==> src/rtl/seg_scan_if.sv <==
// seg_scan_if
//   Bundles the display-scan signals between the digit decoders, the scan
//   controller and the board pins.
//   Inputs to the controller:
//     en          scan enable, 0 forces the display dark
//     seg0..seg3  active-low segment patterns (g..a) for digits 0..3
//     dp_mask     bit d = 1 lights the decimal point of digit d
//   Outputs from the controller (all registered):
//     seg         active-low segment bus
//     an          active-low anode enables, an[d] selects digit d
//     dp          active-low decimal point
//     digit_sel   index of the digit owning the current slot
//     frame_tick  one-cycle pulse at the start of each completed frame
//   master: the side that drives patterns and enable (decoders / bench)
//   slave : the scan controller
interface seg_scan_if;
   logic       en;
   logic [6:0] seg0;
   logic [6:0] seg1;
   logic [6:0] seg2;
   logic [6:0] seg3;
   logic [3:0] dp_mask;
   logic [6:0] seg;
   logic [3:0] an;
   logic       dp;
   logic [1:0] digit_sel;
   logic       frame_tick;

   modport master (
      output en, seg0, seg1, seg2, seg3, dp_mask,
      input  seg, an, dp, digit_sel, frame_tick
   );

   modport slave (
      input  en, seg0, seg1, seg2, seg3, dp_mask,
      output seg, an, dp, digit_sel, frame_tick
   );
endinterface

==> src/rtl/seg_scan_controller.sv <==
// seg_scan_controller
//   Time-multiplexed scan controller for a four-digit common-anode
//   seven-segment display. Each digit owns a slot of DIV cycles. The first
//   BLANK cycles of a slot are dark (anti-ghosting gap), and the rest show
//   the digit's pattern, which is captured once at the start of the lit part.
//   Ports:
//     clk    system clock, rising edge
//     rst_n  asynchronous active-low reset
//     bus    seg_scan_if.slave (enable, patterns, dp mask in; seg/an/dp,
//            digit_sel, frame_tick out)
//   Structure: a slot sequencer (cnt, digit index, BLANK/SHOW FSM) runs one
//   cycle ahead of a registered output stage. The output stage turns the
//   sequencer position into pins, so cycle k after reset release shows slot
//   position k mod DIV, and every output comes straight from a flop.
//   en=0 overrides the output stage directly, so darkness appears one
//   cycle after en is sampled low.

// Per-digit lane: decides whether this digit owns the current slot and
// contributes its (active-high) segment and dp bits to the shared mux.
module seg_scan_lane #(
   parameter logic [1:0] LANE = 2'd0
) (
   input  logic [1:0] dig,
   input  logic [6:0] pat_n,   // active-low pattern for this digit
   input  logic       dp_on,   // 1 lights this digit's dp
   output logic       hit,
   output logic [6:0] seg_on,  // active-high, zero when not selected
   output logic       dp_hit
);
   assign hit    = (dig == LANE);
   assign seg_on = hit ? ~pat_n : 7'h00;
   assign dp_hit = hit & dp_on;
endmodule

module seg_scan_controller #(
   parameter int DIV   = 100000,
   parameter int BLANK = 1000
) (
   input logic       clk,
   input logic       rst_n,
   seg_scan_if.slave bus
);
   localparam int            CW          = (DIV > 2) ? $clog2(DIV) : 1;
   localparam logic [CW-1:0] CNT_LAST    = CW'(DIV - 1);
   localparam logic [CW-1:0] CNT_BL_LAST = CW'(BLANK - 1);
   localparam logic [CW-1:0] CNT_SHOW    = CW'(BLANK);
   localparam int            NUM_DIG     = 4;

   typedef enum logic {
      ST_BLANK = 1'b0,
      ST_SHOW  = 1'b1
   } state_t;

   // ---------------- slot sequencer ----------------
   state_t        state_q, state_d;
   logic [CW-1:0] cnt_q, cnt_d;
   logic [1:0]    dig_q, dig_d;
   // Set only on the step from digit 3's last SHOW cycle into digit 0's
   // first BLANK cycle, so it is never seen on the first frame after a
   // (re)start.
   logic          wrap_q, wrap_d;

   always_ff @(posedge clk or negedge rst_n) begin
      if (!rst_n) begin
         state_q <= ST_BLANK;
         cnt_q   <= '0;
         dig_q   <= 2'd0;
         wrap_q  <= 1'b0;
      end else begin
         state_q <= state_d;
         cnt_q   <= cnt_d;
         dig_q   <= dig_d;
         wrap_q  <= wrap_d;
      end
   end

   always_comb begin
      state_d = state_q;
      cnt_d   = cnt_q + 1'b1;
      dig_d   = dig_q;
      wrap_d  = 1'b0;
      if (!bus.en) begin
         state_d = ST_BLANK;
         cnt_d   = '0;
         dig_d   = 2'd0;
      end else begin
         case (state_q)
            ST_BLANK: begin
               if (cnt_q == CNT_BL_LAST) state_d = ST_SHOW;
            end
            ST_SHOW: begin
               if (cnt_q == CNT_LAST) begin
                  state_d = ST_BLANK;
                  cnt_d   = '0;
                  dig_d   = dig_q + 2'd1;
                  wrap_d  = (dig_q == 2'd3);
               end
            end
            default: begin
               state_d = ST_BLANK;
               cnt_d   = '0;
            end
         endcase
      end
   end

   // First lit cycle of the slot: the only point where the pattern is sampled.
   logic capture;
   assign capture = (state_q == ST_SHOW) && (cnt_q == CNT_SHOW);

   // ---------------- per-digit lanes ----------------
   logic [NUM_DIG-1:0][6:0] pat_n;
   logic [NUM_DIG-1:0][6:0] seg_on;
   logic [NUM_DIG-1:0]      hit;
   logic [NUM_DIG-1:0]      dp_hit;

   assign pat_n = {bus.seg3, bus.seg2, bus.seg1, bus.seg0};

   for (genvar g = 0; g < NUM_DIG; g++) begin : g_lane
      seg_scan_lane #(.LANE(2'(g))) u_lane (
         .dig    (dig_q),
         .pat_n  (pat_n[g]),
         .dp_on  (bus.dp_mask[g]),
         .hit    (hit[g]),
         .seg_on (seg_on[g]),
         .dp_hit (dp_hit[g])
      );
   end

   // Exactly one lane hits, so OR-ing the gated lane outputs is the mux.
   logic [6:0] seg_pick_n;
   logic       dp_pick_n;
   always_comb begin
      logic [6:0] acc;
      acc = 7'h00;
      for (int i = 0; i < NUM_DIG; i++) acc = acc | seg_on[i];
      seg_pick_n = ~acc;
      dp_pick_n  = ~|dp_hit;
   end

   // ---------------- registered output stage ----------------
   logic [6:0] hold_seg;
   logic       hold_dp;
   logic [6:0] seg_q;
   logic [3:0] an_q;
   logic       dp_q;
   logic [1:0] sel_q;
   logic       tick_q;

   always_ff @(posedge clk or negedge rst_n) begin
      if (!rst_n) begin
         hold_seg <= 7'h7F;
         hold_dp  <= 1'b1;
         seg_q    <= 7'h7F;
         an_q     <= 4'hF;
         dp_q     <= 1'b1;
         sel_q    <= 2'd0;
         tick_q   <= 1'b0;
      end else if (!bus.en) begin
         seg_q  <= 7'h7F;
         an_q   <= 4'hF;
         dp_q   <= 1'b1;
         sel_q  <= 2'd0;
         tick_q <= 1'b0;
      end else begin
         sel_q  <= dig_q;
         tick_q <= wrap_q;
         if (state_q == ST_BLANK) begin
            seg_q <= 7'h7F;
            an_q  <= 4'hF;
            dp_q  <= 1'b1;
         end else begin
            an_q <= ~hit;
            if (capture) begin
               // Pattern and dp are frozen here for the rest of the slot.
               hold_seg <= seg_pick_n;
               hold_dp  <= dp_pick_n;
               seg_q    <= seg_pick_n;
               dp_q     <= dp_pick_n;
            end else begin
               seg_q <= hold_seg;
               dp_q  <= hold_dp;
            end
         end
      end
   end

   assign bus.seg        = seg_q;
   assign bus.an         = an_q;
   assign bus.dp         = dp_q;
   assign bus.digit_sel  = sel_q;
   assign bus.frame_tick = tick_q;
endmodule

==> src/flat_wrapper.sv <==
// flat-port wrapper written by rule: the top's interface ports become plain ports
module seg_scan_controller_flat 
#(
   parameter int DIV   = 100000,
   parameter int BLANK = 1000
)
  (clk, rst_n, bus_en, bus_seg0, bus_seg1, bus_seg2, bus_seg3, bus_dp_mask, bus_seg, bus_an, bus_dp, bus_digit_sel, bus_frame_tick);
  seg_scan_if bus_i ();
  input logic clk;
  input logic rst_n;
  input wire logic [$bits(bus_i.en)-1:0] bus_en;
  input wire logic [$bits(bus_i.seg0)-1:0] bus_seg0;
  input wire logic [$bits(bus_i.seg1)-1:0] bus_seg1;
  input wire logic [$bits(bus_i.seg2)-1:0] bus_seg2;
  input wire logic [$bits(bus_i.seg3)-1:0] bus_seg3;
  input wire logic [$bits(bus_i.dp_mask)-1:0] bus_dp_mask;
  output wire logic [$bits(bus_i.seg)-1:0] bus_seg;
  output wire logic [$bits(bus_i.an)-1:0] bus_an;
  output wire logic [$bits(bus_i.dp)-1:0] bus_dp;
  output wire logic [$bits(bus_i.digit_sel)-1:0] bus_digit_sel;
  output wire logic [$bits(bus_i.frame_tick)-1:0] bus_frame_tick;
  assign bus_i.en = bus_en;
  assign bus_i.seg0 = bus_seg0;
  assign bus_i.seg1 = bus_seg1;
  assign bus_i.seg2 = bus_seg2;
  assign bus_i.seg3 = bus_seg3;
  assign bus_i.dp_mask = bus_dp_mask;
  assign bus_seg = bus_i.seg;
  assign bus_an = bus_i.an;
  assign bus_dp = bus_i.dp;
  assign bus_digit_sel = bus_i.digit_sel;
  assign bus_frame_tick = bus_i.frame_tick;
  seg_scan_controller #(.DIV(DIV), .BLANK(BLANK)) u_core (.clk(clk), .rst_n(rst_n), .bus(bus_i));
endmodule
==> config.mk <==
export PLATFORM = sky130hd
export DESIGN_NAME = seg_scan_controller_flat
export DESIGN_NICKNAME = d
export VERILOG_FILES = /design/src/rtl/seg_scan_if.sv /design/src/rtl/seg_scan_controller.sv /design/src/flat_wrapper.sv
export SDC_FILE = /design/constraint.sdc
export NUM_CORES = 1
export LEC_CHECK = 0
export ABC_AREA = 1
export BUFFER_PORTS_ARGS = -buffer_cell sky130_fd_sc_hd__clkbuf_2
export CAP_MARGIN = 20
export CORE_UTILIZATION = 59
export CTS_CLUSTER_DIAMETER = 50
export CTS_CLUSTER_SIZE = 16
export DETAILED_ROUTE_END_ITERATION = 8
export GPL_TIMING_DRIVEN = 0
export PLACE_DENSITY = 0.85
export SLEW_MARGIN = 10
export SYNTH_ARGS = -nofsm -noshare
export SYNTH_HDL_FRONTEND = slang
export SYNTH_SLANG_ARGS = --single-unit
==> constraint.sdc <==
create_clock -name clk -period 2.01 [get_ports clk]
set_input_delay 0.402 -clock clk [delete_from_list [all_inputs] [get_ports clk]]
set_output_delay 0.402 -clock clk [all_outputs]
set_load 0.01 [all_outputs]
==> metrics <==
outcome completed; Static Leakage 0.00138 uW; setup bufs post-CTS 0; Least-Margin Pin Slew 452 ps; Clock transition at path regs 80 ps; Max-slew headroom 69.9%; post-layout minimum cycle time 1720 ps; largest net degree at the start of global routing 45; first-pass GRT wire length 8570 um; htree depth 2; DP Wirelength 3780 um; syn avg cell area 8.26 um^2; Yosys reg bits 44; Total Wirelength 5170 um; Hold Crit Start bus_en; DR pass1 iterations 6; crit-path leading delay family buffers and inverters; Startpoint Class flip-flop; vias per inst 5.12; port buffer count 49; sequential fraction of the synthesis area 46.8%; CP max-delay cell dfrtp_1; Starting Density 63.8%; CTS Hold Bufs 0; Max Slew Vio Count 0; crit path kind flip-flop to flip-flop; Hold Vio Cnt, Final 0; sequence of cells on the critical path inv_1 > ha_1 > clkbuf_1 > nand2_1 > nand2_1 > nor2_1 > nand4_1 > nand3_2 > nand2_1 > inv_1; Die Span Y 65.8 um; number of synthesized flops with an enable pin 0; Root Buffer clkbuf_8; Achievable Freq 581 MHz; fin worst setup slack 290 ps; RSZ-0062 raised after global routing no; number of global-route vias before repair 1956; Combinational Power Share 6.3%; post-synth top area share 25.0%; TritonCTS clock tree built; Crit path required time 2240 ps; Post-Synthesis Cell Area 2400 um^2; FF-to-FF Start u_core.dig_q[0]; Die Area 4340 um^2; Initial DRC Count 101; Crit path top cell by count nand2_1; area grow syn2layout 17.8%; Hold WS 392 ps; Worst VDD drop 370 uV; Num CTS Buffers 5; Register Area 1130 um^2; I/O pin total 50; grt total ovfl 0; critical path fanouts, max 9; core area 3770 um^2; sequential power share 57.5%; Power Internal 1210 uW; layout cells sized above 1 32.9%; drt drc 0; crit path launch u_core.dig_q[0]; clock share of power 36.2%; Hold Crit Class input port to flip-flop; fin util 75.1%; initial antenna violation count 0; r2r endpoint u_core.hold_dp; top post-synthesis cells by area dfrtp_1, dfstp_2, nand2_1, inv_1, nor2_1; worst slack, placed 338 ps; GRT Overall Usage 27.0%; clock sinks 44; antenna diode count 0; area of the multi-input gates 1080 um^2; Max Root-Sink Buffers 2; Final Cycle Share 85.6%; skew final 10.4 ps; max-cap viol count 0; Worst setup EP type flip-flop; Post-synth top flop dfrtp_1; Detail Route Antenna Nets 0; final-layout fill cell count 293; count leader, synth nand2_1; Via Count 2039; final setup TNS 0 ps; GPL Wtd Cong 0.835; syn_nets 332; number of different library cells in the post-synthesis netlist 27; sw frac 22.5%; Worst Reg2Reg Path Length in Cells 10; # rows 22; slowest stage delay, CP 420 ps; WP buf/inv 3; final setup vio count 0; Post-Syn Instances 291; Total Power 1560 uW; pwr/cell area 551 nW/um^2; hold depth 3; Net Sw Power 350 uW; Skew-Pair Late Insertion Delay 300 ps; r2r setup slk 290 ps; Worst Hold End u_core.bus.frame_tick; detailed-route wire length per cell 13.0 um; cell taking the most area after synthesis dfrtp_1; die outline width 65.8 um; Yosys Warn Count 0; crit path DAT 1950 ps; # resized after CTS 0; # nets final 390; top cells by count, synth nand2_1, inv_1, nor2_1; Synth async-reset ratio 100%
-- cell type report --
class	count	share of cell area, %
repair buffers	51	9.72
inverters	46	6.14
well taps	48	2.12
multi-input cells	196	38.1
plain buffers	5	0.928
clock inverters	2	0.353
clock buffers	6	2.92
flip-flops and latches	44	39.8
-- per-stage QoR --
stage | instance area [um^2] | std cells
after floorplan | 2400 | 291
after detailed placement | 2710 | 388
final | 2830 | 398
after global placement | 2710 | 388
after CTS | 2800 | 396
after global routing | 2830 | 398
-- worst min-delay path, stage by stage --
cell and delay, ps:
clkbuf_2 150, nand2_1 80, inv_1 40
-- routing by layer --
layer  track usage [%]  up-vias  share of wire, %
met5                 0        -                 0
met4              8.97        0               1.4
met3              6.38        6               4.0
met2              46.3       48                52
met1              33.0      972                42
li1                  -     1013                 -
-- sequential cells by signal, summed over array words and instances (netlist names) --
signal                 cells
u_core.cnt_q              17
u_core.bus.seg             7
u_core.hold_seg            7
u_core.bus.an              4
u_core.bus.digit_sel       2
u_core.dig_q               2
u_core.bus.dp              1
u_core.bus.frame_tick      1
u_core.hold_dp             1
u_core.state_q             1
u_core.wrap_q              1
-- cells by family after synthesis --
logic type,synth area share [%]
buffers and inverters,8.32
AND/OR/NAND/NOR,33.9
AO/OA/AOI/OAI,4.53
adder cells (fa/ha/maj),3.12
flip-flops,46.8
XOR/XNOR,3.28
-- power by group through the flow --
stage	Combinational [uW]	Clock [uW]	Sequential, uW
floorplan	33.4	0	911
global placement	89.1	0	912
detailed placement	92.8	0	912
CTS	93.2	581	896
global route	114	620	897
finish	98.4	565	896
-- worst max-delay path by stage --
stage          slack, ps  cells past startpoint            endpoint
5_1_grt              140                     10  u_core.hold_seg[5]
6_report             290                     10      u_core.hold_dp
4_1_cts              300                     10  u_core.hold_seg[5]
3_3_place_gp         400                     10      u_core.hold_dp
3_5_place_dp         340                     10      u_core.hold_dp
2_1_floorplan        640                     10  u_core.hold_seg[6]
-- cell usage in the layout, fill, tap and decap left out, types with 5 or more instances in the layout --
master     n
nor3_1     6
nor2_1    38
dfrtp_1   24
nor2_4     7
nand3_2    9
clkbuf_2  49
o21ai_0   16
xor2_1     9
ha_1       6
dfstp_2   20
nand3_1   18
or2_2      8
nand2_2    5
clkbuf_8   6
nand2_1   61
inv_1     43
Note: power is estimated with default switching activity, not from simulation.
